==> src/rtl/palu_arbiter.sv <==
// palu_arbiter: round-robin share of one eightbit_palu between two requesters.
// Optional PALU_ARB_OVFCNT_EN adds a saturating overflow-response counter.
module palu_arbiter #(
    parameter int DW = 8,
    parameter int SW = 2
) (
    input  logic          clk,
    input  logic          rst,
    input  logic [1:0]    req_valid,
    output logic [1:0]    req_ready,
    input  logic [DW-1:0] req_a0,
    input  logic [DW-1:0] req_b0,
    input  logic [SW-1:0] req_sel0,
    input  logic [DW-1:0] req_a1,
    input  logic [DW-1:0] req_b1,
    input  logic [SW-1:0] req_sel1,
    output logic [DW-1:0] alu_a,
    output logic [DW-1:0] alu_b,
    output logic [SW-1:0] alu_sel,
    input  logic [DW-1:0] alu_f,
    input  logic          alu_ovf,
    output logic          rsp_valid,
    input  logic          rsp_ready,
    output logic          rsp_id,
    output logic [DW-1:0] rsp_f,
    output logic          rsp_ovf,
    output logic          busy
`ifdef PALU_ARB_OVFCNT_EN
    ,
    output logic [7:0]    ovf_count
`endif
);

    localparam logic [1:0] IDLE  = 2'd0;
    localparam logic [1:0] ISSUE = 2'd1;
    localparam logic [1:0] RESP  = 2'd2;

    logic [1:0] state;
    logic       last_grant;
    logic       gnt;
    logic       take;

    // On a tie the requester that did not win last time gets the slot.
    always_comb begin
        gnt = req_valid[1];
        if (&req_valid) gnt = ~last_grant;
    end

    always_comb begin
        req_ready = 2'b00;
        if (state == IDLE && |req_valid) req_ready[gnt] = 1'b1;
    end

    assign take = |(req_valid & req_ready);
    assign busy = (state != IDLE);

    always_ff @(posedge clk or posedge rst) begin
        if (rst) begin
            state      <= IDLE;
            last_grant <= 1'b1;
            alu_a      <= '0;
            alu_b      <= '0;
            alu_sel    <= '0;
            rsp_valid  <= 1'b0;
            rsp_id     <= 1'b0;
            rsp_f      <= '0;
            rsp_ovf    <= 1'b0;
        end else begin
            unique case (state)
                IDLE: begin
                    if (take) begin
                        alu_a      <= gnt ? req_a1 : req_a0;
                        alu_b      <= gnt ? req_b1 : req_b0;
                        alu_sel    <= gnt ? req_sel1 : req_sel0;
                        rsp_id     <= gnt;
                        last_grant <= gnt;
                        state      <= ISSUE;
                    end
                end
                ISSUE: begin
                    rsp_f     <= alu_f;
                    rsp_ovf   <= alu_ovf;
                    rsp_valid <= 1'b1;
                    state     <= RESP;
                end
                RESP: begin
                    if (rsp_ready) begin
                        rsp_valid <= 1'b0;
                        state     <= IDLE;
                    end
                end
                default: state <= IDLE;
            endcase
        end
    end

`ifdef PALU_ARB_OVFCNT_EN
    always_ff @(posedge clk or posedge rst) begin
        if (rst) begin
            ovf_count <= 8'd0;
        end else if (state == RESP && rsp_ready && rsp_ovf
                     && ovf_count != 8'hFF) begin
            ovf_count <= ovf_count + 8'd1;
        end
    end
`endif

endmodule

==> config.mk <==
export PLATFORM = sky130hd
export DESIGN_NAME = palu_arbiter
export DESIGN_NICKNAME = d
export VERILOG_FILES = /design/src/rtl/palu_arbiter.sv
export SDC_FILE = /design/constraint.sdc
export NUM_CORES = 1
export LEC_CHECK = 0
export ABC_CLOCK_PERIOD_IN_PS = 1800
export CAP_MARGIN = 20
export CORE_UTILIZATION = 38
export CTS_BUF_LIST = sky130_fd_sc_hd__clkbuf_8
export DETAILED_ROUTE_END_ITERATION = 8
export GPL_TIMING_DRIVEN = 0
export PLACE_DENSITY = 0.85
export SLEW_MARGIN = 20
export SYNTH_ARGS = -nofsm -noshare
export SYNTH_HDL_FRONTEND = slang
export SYNTH_SLANG_ARGS = --single-unit
==> constraint.sdc <==
create_clock -name clk -period 1.8 [get_ports clk]
set_input_delay 0.36 -clock clk [delete_from_list [all_inputs] [get_ports clk]]
set_output_delay 0.36 -clock clk [all_outputs]
set_load 0.03 [all_outputs]
==> results of run 1 <==
-- cell usage in the layout, fill, tap and decap left out --
cell type / instances
nor2_1: 2
buf_8: 1
mux2_2: 9
and2_4: 1
dfstp_2: 1
nor2b_1: 1
o21ai_0: 2
clkbuf_8: 8
a21boi_4: 1
clkdlybuf4s15_2: 1
dlygate4sd2_1: 2
nor2_4: 1
inv_1: 4
inv_2: 1
clkdlybuf4s50_1: 76
buf_6: 2
and3_1: 19
nand2b_1: 1
a21oi_1: 1
a21o_1: 3
buf_2: 3
dfrtp_1: 30
dfrtp_2: 1
clkbuf_1: 1
buf_4: 4
a221o_1: 18
-- report_power, final --
part           internal [uW]  leakage, uW  switching, uW  total (uW)
clock                    343    0.0000557            247         590
combinational           1190     0.000645           1310        2500
sequential              1090     0.000385            226        1320
total                   2620      0.00109           1790        4410
-- worst paths after layout --
path	startpoint	end	slack, ns	depth (start not counted)
max	state[1]$_DFFE_PP0P_	busy	0.09	4
min	rst	rsp_f[4]$_DFFE_PP0P_	0.50	2
max reg2reg	last_grant$_DFFE_PP1P_	alu_sel[1]$_DFFE_PP0P_	0.32	5
min reg2reg	rsp_id$_DFFE_PP0P_	rsp_id$_DFFE_PP0P_	0.50	1
max in group asynchronous	rst	state[1]$_DFFE_PP0P_	0.84	2
min in group clk	rsp_id$_DFFE_PP0P_	rsp_id$_DFFE_PP0P_	0.50	1
-- layout make-up --
class	instances	area [um^2]
well taps	46	57.6
inverters	4	15.0
repair buffers	84	835
clock inverters	1	3.75
fillers	247	1000
flip-flops and latches	32	803
plain buffers	7	55.1
clock buffers	7	96.3
multi-input cells	59	497
-- cells by family after synthesis --
family                 share of synthesized area, %
muxes                                          7.52
AOI/OAI and AO/OA                              17.0
and+or+nand+nor                                11.2
DFF                                            59.5
buffers and inverters                          4.73
-- state kept, by name (all words and copies together), names as in the netlist --
| signal | count |
|---|---|
| rsp_valid | 1 |
| rsp_ovf | 1 |
| rsp_id | 1 |
| alu_a | 8 |
| alu_b | 8 |
| rsp_f | 8 |
| state | 2 |
| alu_sel | 2 |
| last_grant | 1 |
-- stage by stage --
step / total power (uW) / area (um^2)
final: 4410 / 2360
after global routing: 4650 / 2360
after CTS: 4410 / 2360
after detailed placement: 3760 / 2220
after global placement: 3680 / 2220
after floorplan: 2740 / 1350
-- timing repair --
item                                    4_1_cts  5_1_grt
gates resized for setup                      27        3
endpoints found under the setup margin        3        2
endpoints found under the hold margin         0        0
pin swaps                                     0        0
buffers inserted                              3        0
-- routing by layer --
metal	track usage [%]	vias up	share of wire [%]
met5	0	-	0
met4	8.57	0	1.1
met3	6.93	4	6.7
met2	37.9	44	50
met1	25.9	597	43
li1	-	574	-
==> metrics.md, run 1 <==
| Metric | Value |
|---|---|
| Mapped Nets | approximately 150 |
| Clock skew | 0.00260 ns |
| Critical Path End Type | output pin |
| Cells after Synth | 103 |
| Routability cong. | around 0.72 |
| Slowest cell on the critical path | dfrtp_2 |
| Finished Core Util | 70.2% |
| Initial antenna violation count | 0 |
| Final WL | 3940 um |
| Starting Density | approximately two fifths |
| Via count | between 1000 and 1500 |
| Synth top area cells | dfrtp_1, a221o_1, and3_1, mux2_2, dfstp_2 |
| Main synth FF type | dfrtp_1 |
| Hold/Removal Path Class | in -> async |
| Slew HR | a little under three fifths |
| Hold buffers post-CTS | 0 |
| Synth warn | 0 |
| Most frequent cells after synthesis | dfrtp_1, and3_1, a221o_1 |
| # clock sinks | 32 |
| Post-synth ARST share | 100% |
| CTS tree | done |
| Placed cell count | 230 |
| Post-synth EDFFs | 0 |
| Crit share post-route | 95.3% |
| Num CTS Buffers | 5 |
| Setup Viol. Count Final | 0 |
| Count leader, synth | dfrtp_1 |
| Gr ovfl total | 0 |
| I/O Pins | between 80 and 90 |
| Dpl hpwl | 2830 um |
| Layout Nets | ~240 |
| Static Leak | about 0.0011 uW |
| Clk root buf | clkbuf_8 |
| Largest net degree at the start of global routing | 33 |
| Initial drt markers | 54 |
| Worst-path clk slew | about 0.060 ns |
| Routed vias/inst | between 5 and 6 |
| Synth area leader | dfrtp_1 |
| Die ar. | 0.00379 mm^2 |
| Area Overhead vs Synth | 75.3% |
| Pwr Density | approximately 1900 mW/mm^2 |
| TNS Setup | 0 ns |
| Die span in y | slightly above 60 um |
| Top cell type's share of synthesized area | between 50% and 60% |
| First-pass GRT wire length | around 5800 um |
| Fmax | about 580 MHz |
| Maxcap violations | 0 |
| Crit-path cells | nor2_4 > buf_4 > inv_1 > clkdlybuf4s15_2 |
| TritonRoute pass-1 iters | 4 |
| Worst Hold Margin | 0.496 ns |
| Sequential-to-total area share from yosys stat | approximately three fifths |
| Wire per inst | between 15 and 20 um |
| Critical path launch point type | flop |
| Ant. Diodes | 0 |
| Pre-CTS setup slack | -1.01 ns |
| Final Hold Viols | 0 |
| Slew Limit Fails | 0 |
| Worst slew pin tran | 0.654 ns |
| Register bit total from synthesis | 32 |
| Port-buffer cells | 81 |
| Layout cells sized above 1 | 17.5% |
| Total global-route track usage | 22.1% |
| Max IR drop VDD | just under 1 mV |
| Clock buffer depth | 2 |
| CP Max Fanout | 10 |
| Peak per-stage delay on the critical path | around 0.44 ns |
| RSZ-0062 raised after global routing | no |
| CP arrival | approximately 1.4 ns |
| Antenna viol nets, final | 0 |
| Tmin final | 1.71 ns |
| CP delay by family, top | buffers and inverters |
| Synth unique cells | 18 |
| Die Wd | 61.6 um |
| Crit path buffers/inverters | 3 |
| Clk Latency, worst-skew pair | 0.28 ns |
| Syn Area/Cell | roughly 13 um^2 |
| Vias in the first global route | around 1200 |
| WP data required | 1.44 ns |
| Core area | around 0.0034 mm^2 |
| DRC viols | 0 |
| Final Non-Filler Cells | between 200 and 250 |
| Outcome | finished clean |
| Core Rows | 21 |
| H-tree Lvls | 2 |
| Crit Path Class | reg -> out |
| Setup ws final | 0.0852 ns |
| Post-Syn Area | 0.00135 mm^2 |
Note: power is estimated with default switching activity, not from simulation.
==> run 2: changes to the inputs <==
--- a/config.mk
+++ b/config.mk
@@ -12,6 +12,7 @@
 export DETAILED_ROUTE_END_ITERATION = 8
 export GPL_TIMING_DRIVEN = 0
 export PLACE_DENSITY = 0.85
+export SKIP_LAST_GASP = 1
 export SLEW_MARGIN = 20
 export SYNTH_ARGS = -nofsm -noshare
 export SYNTH_HDL_FRONTEND = slang
==> constraint.sdc (replaced) <==
create_clock -name clk -period 1.8 [get_ports clk]
set_input_delay 0.54 -clock clk [delete_from_list [all_inputs] [get_ports clk]]
set_output_delay 0.54 -clock clk [all_outputs]
set_load 0.03 [all_outputs]
==> run 2 against run 1 <==
  * Critical path type unchanged
  * Non-clock buffer count up 2
  * Clock skew rose by 0.0039 ns
  * Critical endpoint is now req_ready[0]
  * The flow now finishes with violations (setup timing)
  * Via count rose by 2.7%
  * First-iteration DRC count shrank 28%
  * Register-to-register slack got worse by 0.02 ns
  * Sequential share of layout area down 0.054 points
  * Global-route usage is 0.083 points lower
  * Largest cell class unchanged
==> metrics.md, run 2 (synthesized netlist as in run 1, its figures left out) <==
| Metric | Value |
|---|---|
| Dpl hpwl | 2780 um (-1.9%) |
| Layout Nets | 245 (+0.82%) |
| Largest net degree at the start of global routing | 33 (unchanged) |
| Die span in y | 61.6 um (unchanged) |
| Outcome | finished with violations |
| Num CTS Buffers | 5 (unchanged) |
| Max IR drop VDD | 1.17 mV (+21%) |
| CTS tree | done |
| Total global-route track usage | 22.1% (-0.083 points) |
| Ant. Diodes | 0 (unchanged) |
| H-tree Lvls | 2 (unchanged) |
| Sw Share | 41.0% (+0.50 points) |
| Hold/Removal Path Class | reg -> reg |
| Clock skew | 0.00650 ns (+0.00391 ns) |
| R2r startpoint | state[0]$_DFFE_PP0P_ |
| Setup Viol. Count Final | 2 (+2) |
| TNS Setup | -0.0964 ns (-0.0964 ns) |
| Clk Latency, worst-skew pair | 0.28 ns (about the same) |
| Final WL | 4020 um (+2.2%) |
| Core Rows | 21 (unchanged) |
| NetSw | 1810 uW (+1.6%) |
| Met2 wire len | 2180 um (+12%) |
| Placed inst area | 0.00222 mm^2 (+0.11%) |
| First-pass GRT wire length | 5890 um (+1.3%) |
| Routed length on met3 | 241 um (-8.4%) |
| Slew HR | 55.7% (-0.60 points) |
| Wire per inst | 16.6 um (+1.3%) |
| Most frequent cells in the layout | clkdlybuf4s50_1, dfrtp_1, dlygate4sd2_1 |
| Comb pwr share | 53.8% (-2.9 points) |
| Routed vias/inst | 5.17 (+1.9%) |
| Critical Path End Type | output pin |
| Most common cell after layout, fill and taps aside | clkdlybuf4s50_1 |
| R2r setup slk | 0.30 ns (-0.02 ns) |
| Pre-CTS setup slack | -1.39 ns (-0.380 ns) |
| Worst setup endpoint | req_ready[0] |
| Antenna viol nets, final | 0 (unchanged) |
| Slew Limit Fails | 0 (unchanged) |
| Worst slew pin tran | 0.663 ns (+0.00906 ns) |
| Initial antenna violation count | 0 (unchanged) |
| P_int | 2610 uW (-0.53%) |
| Layout cells sized above 1 | 20.9% (+3.4 points) |
| Initial drt markers | 39 (-28%) |
| Clk root buf | clkbuf_8 |
| Final Hold Viols | 0 (unchanged) |
| Port-buffer cells | 81 (unchanged) |
| Crit share post-route | 103% (+7.8 points) |
| FF-to-FF End | alu_a[5]$_DFFE_PP0P_ |
| Final Non-Filler Cells | 242 (+0.83%) |
| Tmin final | 1.86 ns (+0.141 ns) |
| Failing checks | setup timing |
| Top routing layer used | met4 |
| Worst-path clk slew | 0.07 ns (about the same) |
| Placed cell count | 230 (unchanged) |
| Fmax | 539 MHz (-7.6%) |
| DRC viols | 0 (unchanged) |
| Die Wd | 61.6 um (unchanged) |
| Routability cong. | 0.761 (+5.2%) |
| Power share of the sequential group | 29.4% (-0.5 points) |
| Pwr Density | 1870 mW/mm^2 (+0.16%) |
| Via count | 1252 (+2.7%) |
| Crit-path cells | nand2b_4 > and3_4 > buf_6 |
| Worst Hold Margin | 0.479 ns (-0.0165 ns) |
| Core area | 0.00336 mm^2 (unchanged) |
| CP arrival | 1.32 ns (-0.03 ns) |
| Gr ovfl total | 0 (unchanged) |
| CP Max Fanout | 3 (-7) |
| Clock Power Share | 16.8% (+3.4 points) |
| Largest regs | alu_a x8, alu_b x8, rsp_f x8 |
| Post-route cell area | 0.00237 mm^2 (+0.16%) |
| Die ar. | 0.00379 mm^2 (unchanged) |
| Vias in the first global route | 1289 (+3.5%) |
| RSZ-0062 raised after global routing | yes |
| Clock buffer depth | 2 (unchanged) |
| FF-to-FF path depth | 4 (-1) |
| Peak per-stage delay on the critical path | 0.57 ns (+0.13 ns) |
| TritonRoute pass-1 iters | 4 (unchanged) |
| WP data required | 1.26 ns (-0.18 ns) |
| Routed met1 length | 1580 um (-5.4%) |
| Slowest cell on the critical path | dfstp_2 |
| Critical path launch point type | flop |
| Crit Path Class | reg -> out |
| Maxcap violations | 0 (unchanged) |
| Area Overhead vs Synth | 75.6% |
| Starting Density | 40.1% (unchanged) |
| Static Leak | 0.00116 uW (+7.1%) |
| # clock sinks | 32 (unchanged) |
| I/O Pins | 82 (unchanged) |
| Setup ws final | -0.0556 ns (-0.141 ns) |
| Worst setup path start | last_grant$_DFFE_PP1P_ |
[run 2: how the worst min path moves through the flow]
stage                         startpoint               endpoint  slack, ns  cells past startpoint
CTS                   rsp_id$_DFFE_PP0P_     rsp_id$_DFFE_PP0P_       0.49                      1
detailed placement    rsp_id$_DFFE_PP0P_     rsp_id$_DFFE_PP0P_       0.47                      1
floorplan           state[1]$_DFFE_PP0P_  rsp_valid$_DFFE_PP0P_       0.48                      1
global placement      rsp_id$_DFFE_PP0P_     rsp_id$_DFFE_PP0P_       0.47                      1
global route          rsp_id$_DFFE_PP0P_     rsp_id$_DFFE_PP0P_       0.51                      1
finish                rsp_id$_DFFE_PP0P_     rsp_id$_DFFE_PP0P_       0.48                      1
[run 2: cell type report]
type / instances / area (um^2)
clock buffer: 7 / 96.3
multi-input combinational: 59 / 509
clock inverter: 1 / 30.0
sequential: 32 / 803
buffer: 5 / 33.8
timing repair buffer: 88 / 821
tap: 46 / 57.6
inverter: 4 / 15.0
fill: 261 / 997
[run 2: worst max-delay path, delay by kind of cell (launching register included)]
family,cells,cell delay (ns)
flops,1,0.57
simple gates,2,0.33
buf+inv,1,0.13
[run 2: what timing repair did]
action	CTS	global route
setup endpoints to repair	43	3
buffers inserted	4	3
resized for setup	62	8
hold buffers	0	0
endpoints found under the hold margin	0	0
pin swaps	1	3
[run 2: power groups by stage]
stage                     registers [uW]  logic, uW  clock network, uW
after floorplan                     1930        821                  0
after global placement              1280       2400                  0
after detailed placement            1310       2460                  0
after CTS                           1300       2320                759
after global routing                1340       2530                799
final                               1300       2380                743
[run 2: layer usage]
layer  global-route usage [%]  vias to the layer above
met5                        0                        -
met1                     25.6                      626
met3                     7.56                        2
li1                         -                      573
met2                     38.7                       51
met4                     6.03                        0
[run 2: per-stage QoR]
step	power, uW	utilization [%]
finish	4420	70.3
detailed placement	3780	66.0
global route	4670	70.3
global placement	3690	66.0
CTS	4370	70.3
floorplan	2750	-
==> run 3: changes to the inputs <==
--- a/config.mk
+++ b/config.mk
@@ -9,6 +9,7 @@
 export CAP_MARGIN = 20
 export CORE_UTILIZATION = 38
 export CTS_BUF_LIST = sky130_fd_sc_hd__clkbuf_8
+export CTS_CLUSTER_DIAMETER = 200
 export DETAILED_ROUTE_END_ITERATION = 8
 export GPL_TIMING_DRIVEN = 0
 export PLACE_DENSITY = 0.85
==> results of run 3 <==
Same layout as run 2: the final DEF is identical, and so are final timing and power.
